## config.mk

```make
export PLATFORM = sky130hd
export DESIGN_NAME = rgbw_pwm
export DESIGN_NICKNAME = d
export VERILOG_FILES = /design/src/rtl/rgbw_pwm.sv
export SDC_FILE = /design/constraint.sdc
export NUM_CORES = 1
export LEC_CHECK = 0
export BUFFER_PORTS_ARGS = -buffer_cell sky130_fd_sc_hd__buf_2
export CORE_UTILIZATION = 58
export CTS_CLUSTER_SIZE = 14
export DETAILED_ROUTE_END_ITERATION = 7
export GPL_ROUTABILITY_DRIVEN = 0
export PLACE_DENSITY = 0.79
export SYNTH_ARGS = -nofsm -noshare
export SYNTH_HDL_FRONTEND = slang
export SYNTH_SLANG_ARGS = --single-unit
export TNS_END_PERCENT = 50
```

## constraint.sdc

```tcl
create_clock -name clk -period 2.3 [get_ports clk]
set_clock_uncertainty 0.15 [all_clocks]
set_input_delay 0 -clock clk [delete_from_list [all_inputs] [get_ports clk]]
set_output_delay 0 -clock clk [all_outputs]
set_load 0.1 [all_outputs]
```

## src/rtl/rgbw_pwm.sv

```systemverilog
// Four-channel RGBW PWM output stage with double-buffered duty words and a tick prescaler.
// Optional build macro PWM_PHASE_STAGGER_EN staggers each channel's compare phase to spread inrush.
`timescale 1ns/1ps
module rgbw_pwm #(
  parameter int PRESCALE_W = 4
) (
  input  logic                  clk,
  input  logic                  reset,
  input  logic                  enable,
  input  logic [PRESCALE_W-1:0] prescale,
  input  logic                  dutyValid,
  input  logic [7:0]            redIn,
  input  logic [7:0]            greenIn,
  input  logic [7:0]            blueIn,
  input  logic [7:0]            whiteIn,
  output logic                  pwmRed,
  output logic                  pwmGreen,
  output logic                  pwmBlue,
  output logic                  pwmWhite,
  output logic                  periodStart,
  output logic                  updateAck
);

  typedef enum logic [0:0] {IDLE = 1'b0, RUN = 1'b1} state_t;

  state_t                  state_q, state_d;
  logic [PRESCALE_W-1:0]   presc_q, presc_d;
  logic [PRESCALE_W-1:0]   latch_q, latch_d;
  logic [7:0]              cnt_q, cnt_d;
  logic [3:0][7:0]         act_q, act_d;
  logic [3:0][7:0]         pend_q, pend_d;
  logic                    flag_q, flag_d;
  logic [3:0]              pwm_q, pwm_d;
  logic                    ps_q, ps_d;
  logic                    ack_q, ack_d;
  logic                    tick_s;
  logic [3:0][7:0]         phase_s;

`ifdef PWM_PHASE_STAGGER_EN
  // Channel order red, green, blue, white from index 0 upward.
  localparam logic [3:0][7:0] PHASE_OFFSET = {8'd192, 8'd128, 8'd64, 8'd0};

  function automatic logic [7:0] phase_of(input logic [7:0] c, input logic [7:0] off);
    logic [8:0] s;
    s = {1'b0, c} + {1'b0, off};
    if (s >= 9'd255) begin
      s = s - 9'd255;
    end else begin
      s = s;
    end
    return s[7:0];
  endfunction

  // Per-channel phase-shifted counter, kept inside the 0..254 range.
  always_comb begin
    for (int i = 0; i < 4; i++) begin
      phase_s[i] = phase_of(cnt_q, PHASE_OFFSET[i]);
    end
  end
`else
  // All channels share the period counter, so rising edges align at periodStart.
  always_comb begin
    phase_s = {4{cnt_q}};
  end
`endif

  // Next-state logic: idle/run sequencing, period boundary, pending-set transfer and capture.
  always_comb begin
    state_d = state_q;
    presc_d = presc_q;
    latch_d = latch_q;
    cnt_d   = cnt_q;
    act_d   = act_q;
    pend_d  = pend_q;
    flag_d  = flag_q;
    pwm_d   = 4'b0000;
    ps_d    = 1'b0;
    ack_d   = 1'b0;
    tick_s  = (presc_q == latch_q);
    case (state_q)
      IDLE: begin
        presc_d = '0;
        cnt_d   = 8'd0;
        latch_d = prescale;
        if (flag_q) begin
          act_d  = pend_q;
          flag_d = 1'b0;
          ack_d  = 1'b1;
        end else begin
          ack_d  = 1'b0;
        end
        if (enable) begin
          state_d = RUN;
          ps_d    = 1'b1;
        end else begin
          state_d = IDLE;
        end
      end
      RUN: begin
        if (!enable) begin
          state_d = IDLE;
          presc_d = '0;
          cnt_d   = 8'd0;
        end else begin
          for (int i = 0; i < 4; i++) begin
            pwm_d[i] = (phase_s[i] < act_q[i]);
          end
          if (tick_s) begin
            presc_d = '0;
            // Period boundary: duties and tick rate only change here.
            if (cnt_q == 8'd254) begin
              cnt_d   = 8'd0;
              latch_d = prescale;
              ps_d    = 1'b1;
              if (flag_q) begin
                act_d  = pend_q;
                flag_d = 1'b0;
                ack_d  = 1'b1;
              end else begin
                ack_d  = 1'b0;
              end
            end else begin
              cnt_d = cnt_q + 8'd1;
            end
          end else begin
            presc_d = presc_q + PRESCALE_W'(1);
          end
        end
      end
      default: begin
        state_d = IDLE;
        presc_d = '0;
        cnt_d   = 8'd0;
      end
    endcase
    // A fresh capture overrides any clear from the transfer above.
    if (dutyValid) begin
      pend_d = {whiteIn, blueIn, greenIn, redIn};
      flag_d = 1'b1;
    end else begin
      pend_d = pend_d;
    end
  end

  // State and output registers with synchronous reset.
  always_ff @(posedge clk) begin
    if (reset) begin
      state_q <= IDLE;
      presc_q <= '0;
      latch_q <= '0;
      cnt_q   <= 8'd0;
      act_q   <= '0;
      pend_q  <= '0;
      flag_q  <= 1'b0;
      pwm_q   <= 4'b0000;
      ps_q    <= 1'b0;
      ack_q   <= 1'b0;
    end else begin
      state_q <= state_d;
      presc_q <= presc_d;
      latch_q <= latch_d;
      cnt_q   <= cnt_d;
      act_q   <= act_d;
      pend_q  <= pend_d;
      flag_q  <= flag_d;
      pwm_q   <= pwm_d;
      ps_q    <= ps_d;
      ack_q   <= ack_d;
    end
  end

  assign pwmRed      = pwm_q[0];
  assign pwmGreen    = pwm_q[1];
  assign pwmBlue     = pwm_q[2];
  assign pwmWhite    = pwm_q[3];
  assign periodStart = ps_q;
  assign updateAck   = ack_q;

endmodule
```

==> reports/qor_table.md <==
| Item | Reported | Unit |
|:---|:---|:---|
| Run status | completed | - |
| Number of failing setup endpoints in the final timing report | 0 | - |
| Data required time at the worst endpoint | 2.37 | ns |
| Yosys warning count | 0 | - |
| Buffering stage count on the worst path with inverters included | 1 | - |
| Count of clock tree sinks | 88 | - |
| I/O pin count | 46 | - |
| Number of register bits inferred by synthesis | 88 | - |
| Leading cell types by count after synthesis | sky130_fd_sc_hd__dfxtp_1, sky130_fd_sc_hd__nor2_1, sky130_fd_sc_hd__mux2i_1 | - |
| Antenna fix cells | 0 | - |
| Post-synth EDFFs | 0 | - |
| Worst Path Arrival | 2.09 | ns |
| Synth Net Count | 466 | - |
| Worst-case register-to-register setup slack | 0.28 | ns |
| Final sum of negative setup slack | 0 | ns |
| Insertion delay of the later-clocked pin in the worst-skew pair | 0.36 | ns |
| Leakage dissipation | 0.00225 | µW |
| Maximum fanout count along the critical path | 8 | - |
| Count of pins over their slew limit | 0 | - |
| Count of cell types in the netlist | 30 | - |
| Highest attainable clock frequency | 0.496 | GHz |
| Kind of cell with the highest combined delay on the critical path | flip-flops | - |
| Kind of critical path | reg2reg | - |
| CTS Root Buffer Type | sky130_fd_sc_hd__clkbuf_8 | - |
| Via count normalized by instance count | 5.21 | - |
| Most instantiated library cell after synthesis | sky130_fd_sc_hd__dfxtp_1 | - |
| Area fraction of the dominant cell type after synthesis | 0.454 | - |
| H-Tree Level Count | 3 | - |
| Number of antenna violations at the first check in global routing | 0 | - |
| Total Routed Length | 7.42 | mm |
| TritonCTS clock tree | built | - |
| Cell Rows | 29 | - |
| Setup crit end | latch_q[2]$_SDFFE_PP0P_ | - |
| Via count of the first global-routing pass | 2935 | - |
| Detail-routed net length per standard cell | 13.2 | µm |
| Kind of start point of the critical path | register | - |
| Ordered cell list for the critical path | nand4_1 -> nor2_1 -> buf_4 -> a31oi_1 -> mux2i_1 -> nor2_1 | - |
| Hold slack | 0.0356 | ns |
| Proportion of layout cells with a drive suffix above 1 | 0.148 | - |
| Syn_area_per_cell | 9.82 | µm² |
| Hold Vio Cnt, Final | 0 | - |
| Area growth from synthesis to layout | 22.6 | % |
| Detailed placer's ending HPWL | 4.88 | mm |
| Dominant cell type by count on the critical path | sky130_fd_sc_hd__nor2_1 | - |
| Period utilisation layout | 0.877 | - |
| Max rail drop VDD | 465 | µV |
| Worst slew pin tran | 0.700 | ns |
| Power density over the cells | 612 | nW/µm² |
| TritonCTS buffer count | 9 | - |
| Starting density of the core | 0.607 | - |
| GRT Overall Usage | 0.231 | - |
| Buffers on Ports | 45 | - |
| Seq/Total Area, Yosys | 0.454 | - |
| Unrepaired setup endpoints after global routing | false | - |
| Highest cell delay on the worst timing path | 0.56 | ns |
| Post-cts sizing count | 0 | - |
| Core area | 6390 | µm² |
| Maximum buffer depth of the clock tree | 2 | - |
| Kind of capture point of the worst setup path | register | - |
| DRT iter0 DRCs | 107 | - |
| Global-route wire length before repair | 12.8 | mm |
| Number of cells on the worst reg-to-reg path | 6 | - |
| Reported max-cap violation count | 0 | - |
| Post-synthesis instance area | 3880 | µm² |
| Largest net degree at the start of global routing | 71 | - |
| Period minus WS final | 2.02 | ns |
| Beginning of the critical path | cnt_q[4]$_SDFFE_PP0P_ | - |
| Yosys top cell by area | sky130_fd_sc_hd__dfxtp_1 | - |
| Fraction of registers with async set/reset | 0 | - |
| Height of the chip | 83.8 | µm |
| Overflow left after global routing | 0 | - |
| Number of instances in the synthesized netlist | 395 | - |
| R2R Path End | latch_q[2]$_SDFFE_PP0P_ | - |
| Via count | 2937 | - |
| Crit path depth | 6 | - |
| NumNets Final | 553 | - |
| Number of DRC violations after detailed routing | 0 | - |
| Clk pin slew, worst setup/hold paths | 0.08 | ns |
| Full die area | 7020 | µm² |
| Synth top area cells | sky130_fd_sc_hd__dfxtp_1, sky130_fd_sc_hd__mux2i_1, sky130_fd_sc_hd__ha_1, sky130_fd_sc_hd__nor2_1, sky130_fd_sc_hd__inv_1 | - |
| Detailed Routing Iterations Pass 1 | 4 | - |
| Critical-path cell with the highest stage delay | sky130_fd_sc_hd__dfxtp_1 | - |
| Worst max-slew margin expressed relative to the limit | 0.533 | - |
| Classification of the worst-slack hold path | in2reg | - |
| Most instantiated flip-flop cell in the synthesis netlist | sky130_fd_sc_hd__dfxtp_1 | - |
| RR Startpoint | cnt_q[4]$_SDFFE_PP0P_ | - |
| ANT nets after route | 0 | - |
| Overall die width | 83.8 | µm |
how the worst min path moves through the flow:
stage                      from  slack (ns)                      end  cells past startpoint
floorplan           prescale[0]      -0.006  latch_q[0]$_SDFFE_PP0P_                      2
detailed placement   greenIn[0]        0.09   pend_q[8]$_SDFFE_PP0P_                      3
finish                   enable        0.04   act_q[24]$_SDFFE_PP0P_                      4
global route             enable        0.07   act_q[24]$_SDFFE_PP0P_                      4
CTS                      enable        0.02   act_q[24]$_SDFFE_PP0P_                      4
global placement    prescale[3]        0.08  latch_q[3]$_SDFFE_PP0P_                      3
worst register-to-register path, stage by stage (launching register included):
cell and delay (ns):
sky130_fd_sc_hd__dfxtp_1 0.56, sky130_fd_sc_hd__nand4_1 0.21, sky130_fd_sc_hd__nor2_1 0.27, sky130_fd_sc_hd__buf_4 0.18
sky130_fd_sc_hd__a31oi_1 0.24, sky130_fd_sc_hd__mux2i_1 0.23, sky130_fd_sc_hd__nor2_1 0.06
what timing repair did:
| item | CTS | global route |
|---|---|---|
| setup buffers | 0 | 0 |
| hold buffers | 38 | 0 |
| endpoints found under the hold margin | 38 | 0 |
cell type report:
class	instances	area (µm²)
fillers	465	1630
inverters	33	124
repair buffers	91	678
clock buffers	10	138
clock inverters	6	42.5
flip-flops and latches	88	1760
well taps	77	96.3
multi-input cells	259	1910
flip-flops by register name, summed over array words and instances (netlist names):
register / count
latch_q: 4
presc_q: 4
act_q: 32
state_q: 1
cnt_q: 8
periodStart: 1
updateAck: 1
pend_q: 32
pwm_q: 4
flag_q: 1
layout by cell type, fill, tap and decap left out, drive strengths merged:
cell	count
dfxtp	88
nor2	83
mux2i	70
buf	53
dlygate4sd3	38
inv	34
ha	31
a21oi	10
clkbuf	10
xor2	9
a21o	9
o21ai	9
nand2	5
nand3	5
a31oi	4
nor2b	3
and3	3
nand2b	3
a211oi	3
clkinv	3
or3	2
clkinvlp	2
nor4	1
or2	1
xnor2	1
nand4	1
a41oi	1
a211o	1
a21boi	1
o2111ai	1
and4	1
o211ai	1
logic make-up after synthesis:
logic type | share of synthesized area
multiplexers | 0.181
flip-flops | 0.454
AO/OA/AOI/OAI | 0.0697
adder cells (fa/ha/maj) | 0.100
XOR/XNOR | 0.0226
AND/OR/NAND/NOR | 0.120
buffers and inverters | 0.0523
routing by layer:
metal | wire length [µm] | track usage
met2 | 3640 | 0.406
met1 | 3400 | 0.267
met5 | 0 | 0
met4 | 167 | 0.0955
met3 | 214 | 0.0564
stage by stage:
stage               instance area (µm²)  total power [µW]  instances   util  setup WS [ns]
finish                             4750              2910        564  0.744          0.283
global route                       4750              3040        564  0.744         0.0988
CTS                                4750              2930        564  0.744          0.260
detailed placement                 4190              1920        510  0.657          0.275
global placement                   4190              1910        510  0.657          0.300
floorplan                          3880              1840        395      -          0.357
where the power goes:
group          switching (µW)  internal [µW]
sequential               32.2           1580
clock                     553            423
combinational             157            165
No activity file was read; power rests on OpenSTA's default activity.
